[src/rtl/muldiv_iter.sv]
// Iterative RISC-V M-extension unit: multiplies finish in 2 cycles,
// divides use DWIDTH restoring radix-2 iterations on operand magnitudes.
`timescale 1ns/1ps
module muldiv_iter #(
  parameter int DWIDTH = 32
) (
  input  logic              clock,
  input  logic              nReset,
  input  logic              Start,
  input  logic [2:0]        MDFunc,
  input  logic [DWIDTH-1:0] A,
  input  logic [DWIDTH-1:0] B,
  output logic [DWIDTH-1:0] MDOut,
  output logic              Busy,
  output logic              Done
);

  localparam int CW = $clog2(DWIDTH + 1);
  localparam logic [DWIDTH-1:0] MOST_NEG = {1'b1, {(DWIDTH-1){1'b0}}};

  typedef enum logic [1:0] {IDLE, CALC, DIVIDE, FINISH} state_t;

  state_t            state, state_nxt;
  logic [DWIDTH-1:0] a_r, b_r;
  logic [2:0]        func_r;
  logic [DWIDTH-1:0] rem_r, quo_r, dvs_r;
  logic [CW-1:0]     cnt;

  function automatic logic [DWIDTH-1:0] neg_if(input logic [DWIDTH-1:0] x, input logic n);
    return n ? -x : x;
  endfunction

  // Multiply results plus the divide-by-zero and signed-overflow shortcuts.
  function automatic logic [DWIDTH-1:0] calc_result(input logic [2:0] f,
                                                    input logic [DWIDTH-1:0] a,
                                                    input logic [DWIDTH-1:0] b);
    logic              sa, sb;
    logic [2*DWIDTH-1:0] ax, bx, p;
    sa = (f != 3'b011);
    sb = (f == 3'b000) || (f == 3'b001);
    ax = {{DWIDTH{sa & a[DWIDTH-1]}}, a};
    bx = {{DWIDTH{sb & b[DWIDTH-1]}}, b};
    p  = ax * bx;
    if (!f[2])
      return (f == 3'b000) ? p[DWIDTH-1:0] : p[2*DWIDTH-1:DWIDTH];
    else if (b == '0)
      return f[1] ? a : '1;
    else
      return f[1] ? '0 : a;
  endfunction

  logic              in_div, in_signed, in_special;
  logic              last_iter;
  logic [DWIDTH:0]   shifted, trial;
  logic              q_bit;
  logic [DWIDTH-1:0] rem_step, quo_step;
  logic              div_signed, q_neg, r_neg;
  logic [DWIDTH-1:0] div_result;

  always_comb begin
    in_div     = MDFunc[2];
    in_signed  = ~MDFunc[0];
    in_special = (B == '0) || (in_signed && (A == MOST_NEG) && (B == '1));
    last_iter  = (cnt == CW'(DWIDTH - 1));
    shifted    = {rem_r, quo_r[DWIDTH-1]};
    trial      = shifted - {1'b0, dvs_r};
    q_bit      = ~trial[DWIDTH];
    rem_step   = q_bit ? trial[DWIDTH-1:0] : shifted[DWIDTH-1:0];
    quo_step   = {quo_r[DWIDTH-2:0], q_bit};
    div_signed = ~func_r[0];
    q_neg      = div_signed & (a_r[DWIDTH-1] ^ b_r[DWIDTH-1]);
    r_neg      = div_signed & a_r[DWIDTH-1];
    div_result = func_r[1] ? neg_if(rem_step, r_neg) : neg_if(quo_step, q_neg);
  end

  always_ff @(posedge clock or negedge nReset) begin
    if (!nReset) state <= IDLE;
    else         state <= state_nxt;
  end

  always_comb begin
    state_nxt = state;
    case (state)
      IDLE:    if (Start) state_nxt = (in_div && !in_special) ? DIVIDE : CALC;
      CALC:    state_nxt = FINISH;
      DIVIDE:  if (last_iter) state_nxt = FINISH;
      default: state_nxt = IDLE;
    endcase
  end

  always_comb begin
    Busy = (state != IDLE);
    Done = (state == FINISH);
  end

  always_ff @(posedge clock or negedge nReset) begin
    if (!nReset) begin
      a_r    <= '0;
      b_r    <= '0;
      func_r <= '0;
      rem_r  <= '0;
      quo_r  <= '0;
      dvs_r  <= '0;
      cnt    <= '0;
      MDOut  <= '0;
    end else begin
      case (state)
        IDLE: if (Start) begin
          a_r    <= A;
          b_r    <= B;
          func_r <= MDFunc;
          rem_r  <= '0;
          quo_r  <= neg_if(A, in_signed & A[DWIDTH-1]);
          dvs_r  <= neg_if(B, in_signed & B[DWIDTH-1]);
          cnt    <= '0;
        end
        CALC: MDOut <= calc_result(func_r, a_r, b_r);
        DIVIDE: begin
          rem_r <= rem_step;
          quo_r <= quo_step;
          cnt   <= cnt + 1'b1;
          if (last_iter) MDOut <= div_result;
        end
        default: ;
      endcase
    end
  end

endmodule
[config.mk]
export PLATFORM = sky130hd
export DESIGN_NAME = muldiv_iter
export DESIGN_NICKNAME = d
export VERILOG_FILES = /design/src/rtl/muldiv_iter.sv
export SDC_FILE = /design/constraint.sdc
export NUM_CORES = 2
export LEC_CHECK = 0
export CAP_MARGIN = 20
export CORE_MARGIN = 5
export CORE_UTILIZATION = 25
export CTS_BUF_LIST = sky130_fd_sc_hd__clkbuf_4 sky130_fd_sc_hd__clkbuf_8 sky130_fd_sc_hd__clkbuf_16
export DETAILED_ROUTE_END_ITERATION = 7
export PLACE_DENSITY = 0.52
export SLEW_MARGIN = 0
export SYNTH_ARGS = -nofsm -noshare
export SYNTH_HDL_FRONTEND = slang
export SYNTH_SLANG_ARGS = --single-unit
[constraint.sdc]
create_clock -name clock -period 9.4 [get_ports clock]
set_clock_uncertainty 0.1 [all_clocks]
set_input_delay 1.88 -clock clock [delete_from_list [all_inputs] [get_ports clock]]
set_output_delay 1.88 -clock clock [all_outputs]
set_load 0.05 [all_outputs]
==> metrics.cfg <==
[sta]
hold_viol = 0
setup_viol = 0
post-route-period-util_pct = 97.0
timing.slew.headroom_pct = 22.8
fin_setup_tns_ps = 0
min_period_ps = 9120
final_max_slew_viol_count = 0
rsz0062_at_grt = no
tightest_slew_ps = 1150
timing.fmax_ghz = 0.110

[synth]
avgSynthCellArea_sq_um = 8.73
synth_cell_types = 84
yosysTopAreaCell = fa_1
synthArstFlopShare_pct = 100
syn-cell-area_sq_um = 52100
synth_ff_type = dfrtp_1
yosysMostFrequentCell = inv_1
ys_seq_area_share_pct = 9.71
netlist.area_leader.share_pct = 43.3
ys_warn_count = 0
synth_commonest_cells = inv_1 (1255), fa_1 (1126), nand2_1 (1013)
synth_edf_count = 0
synthCells = 5960
synth_area_leaders = fa_1 (43%), dfrtp_1 (9.7%), inv_1 (9.0%)
ys_ff_latch = 202
syn_nets = 7410

[global_routing]
overflow = 0
antenna_found_initial = 12
groute.usage.overall_pct = 16.6
grt_pass1_vias = 43500
grt_pass1_wl_um = 278000
grt_max_degree = 120

[route]
route.detailed.drc = 0
drt_iter0_markers = 3295
via_count = 41300
wirelength_um = 181000
ant_nets = 0
firstDrtPassIters = 6
via_per_inst = 4.72
wl_per_cell_um = 20.7

[cells_and_area]
synthToLayoutAreaGrowth_pct = 11.5
fillCellCount = 22200
post_route_cells_drive_above_1_share_pct = 5.90
nets = 7375

[setup_path]
arrival_ps = 9530
worstPathRequired_ps = 9820
worstPathMaxFanout = 23
endpoint_kind = flop
rr_worst_depth = 26
reg2reg_slack_ps = 280
endpoint = MDOut[27]$_DFFE_PN0P_
criticalPathCategory = reg -> reg
start_kind = flop
startpoint = a_r[18]$_DFFE_PN0P_
r2r_end = MDOut[27]$_DFFE_PN0P_
reg2reg_from = a_r[18]$_DFFE_PN0P_

[die]
start_util_pct = 25.1
fp-row-count = 167
core_sq_um = 207000
dieArea_sq_um = 217000
io_pins = 104
die_y_um = 466
die_x_um = 466

[clocking]
numCtsBuffers = 31
htreeDepth = 1
clock_sink_count = 202
clockBufferDepth = 3
cts_hold_buf = 0
cts_tree = built
clk_pin_slew_ps = 60
insertion_delay_ps = 650
cts-root-buf = clkbuf_16

[min_path]
min_from = dvs_r[30]$_DFFE_PN0P_
whs_path_depth = 2
min_path_type = reg -> reg

[placement]
globalplace.congestion = 0.907
dp_hpwl_um = 148000
place.port_buffers = 103

[status]
outcome = finished clean

[flow_run]
maxCapViolations = 0

==> logic make-up after synthesis <==
logic type	count (synthesis)	share of synthesized area, %
muxes	86	1.80
AOI/OAI and AO/OA	732	8.73
xor gates and xnor gates	202	3.40
adders and majority gates	1381	49.4
and+or+nand+nor	1744	15.3
DFF	202	9.71
buffers and inverters	1613	11.7
==> worst min path at each step <==
stage	end	slack [ps]
after detailed placement	dvs_r[30]$_DFFE_PN0P_	380
final	dvs_r[30]$_DFFE_PN0P_	380
after global routing	dvs_r[28]$_DFFE_PN0P_	410
after floorplan	dvs_r[10]$_DFFE_PN0P_	350
after CTS	dvs_r[30]$_DFFE_PN0P_	390
after global placement	dvs_r[28]$_DFFE_PN0P_	370
==> registers in the layout, summed over array words and instances (netlist names) <==
| signal | cells |
|---|---|
| MDOut | 32 |
| quo_r | 32 |
| dvs_r | 31 |
| state | 2 |
| func_r | 3 |
| a_r | 32 |
| b_r | 32 |
| cnt | 6 |
| rem_r | 32 |
==> cell type report <==
cell class,instances,area [sq um],share of cell area [%]
Timing Repair Buffer,289,2700,4.64
Antenna cell,7,17.5,0.0302
Sequential cell,202,5060,8.73
Tap cell,2788,3490,6.01
Inverter,1256,4720,8.14
Clock inverter,9,118,0.203
Clock buffer,47,940,1.62
Multi-Input combinational cell,4145,41000,70.6
==> what timing repair did <==
action | 4_1_cts | 5_1_grt
gates cloned | 0 | 0
pin swaps | 0 | 1
setup buffers | 0 | 4
gates resized for setup | 1 | 13
endpoints found under the setup margin | 1 | 12
==> placed cells by master, fill, tap and decap left out, types with 13 or more instances in the layout <==
cell type / Yosys / final
buf_12: 0 / 19
a31oi_1: 24 / 24
and2_1: 284 / 284
o31ai_1: 28 / 28
buf_4: 1 / 163
nand2b_1: 17 / 17
nand2_1: 1013 / 1012
nor2_1: 178 / 177
o22ai_1: 13 / 13
a21o_1: 43 / 43
nand4_1: 28 / 28
o41ai_1: 15 / 15
ha_1: 254 / 253
a21oi_1: 194 / 193
a211oi_1: 33 / 33
xnor2_1: 121 / 121
o211ai_1: 27 / 27
clkdlybuf4s50_1: 0 / 102
mux2i_1: 25 / 25
nand3_1: 36 / 36
dfrtp_1: 202 / 194
xor2_1: 81 / 81
o21ai_0: 237 / 236
nor3_1: 38 / 37
or3_1: 25 / 25
mux2_2: 61 / 61
inv_1: 1255 / 1252
clkbuf_16: 0 / 31
and3_1: 22 / 22
fa_1: 1126 / 1126
nor4_1: 28 / 27
o21a_1: 16 / 16
nor2b_1: 14 / 14
==> stage by stage <==
| stage | util [%] | instances | setup WS, ps | hold slack [ps] | cell area [sq um] |
|---|---|---|---|---|---|
| floorplan | - | 5960 | 543 | 350 | 52100 |
| global placement | 27.4 | 8672 | 217 | 367 | 56800 |
| detailed placement | 27.5 | 8675 | 41.6 | 376 | 56900 |
| CTS | 28.0 | 8731 | 21.9 | 388 | 57900 |
| global route | 28.0 | 8738 | 10.7 | 408 | 58000 |
| finish | 28.0 | 8743 | 285 | 383 | 58000 |
==> layer usage <==
metal,GRT usage (%),routed length [um],vias up
li1,-,-,18000
met1,23.4,79800,21600
met2,26.5,81900,1438
met3,2.30,12900,248
met4,5.22,6580,2
met5,0,13,-
==> critical path: stages (launching register included) <==
cell       delay, ps
dfrtp_1          810
buf_4            490
nand2_1          130
fa_1             520
inv_1             50
fa_1             480
fa_1             560
inv_1             60
fa_1             490
fa_1             570
fa_1             430
fa_1             500
inv_1             50
fa_1             430
ha_1             430
and4_1           270
and2_1           210
and3_1           250
a221oi_1         480
a31oi_1          270
a2bb2oi_1        220
a31o_2           280
a21oi_1          200
xor2_1           280
o21ai_0          110
a32oi_1          210
nand2b_1          80
Power is left out: the tool's default activity adds up to more than one toggle a clock period on the data nets, which glitch-free logic cannot reach.
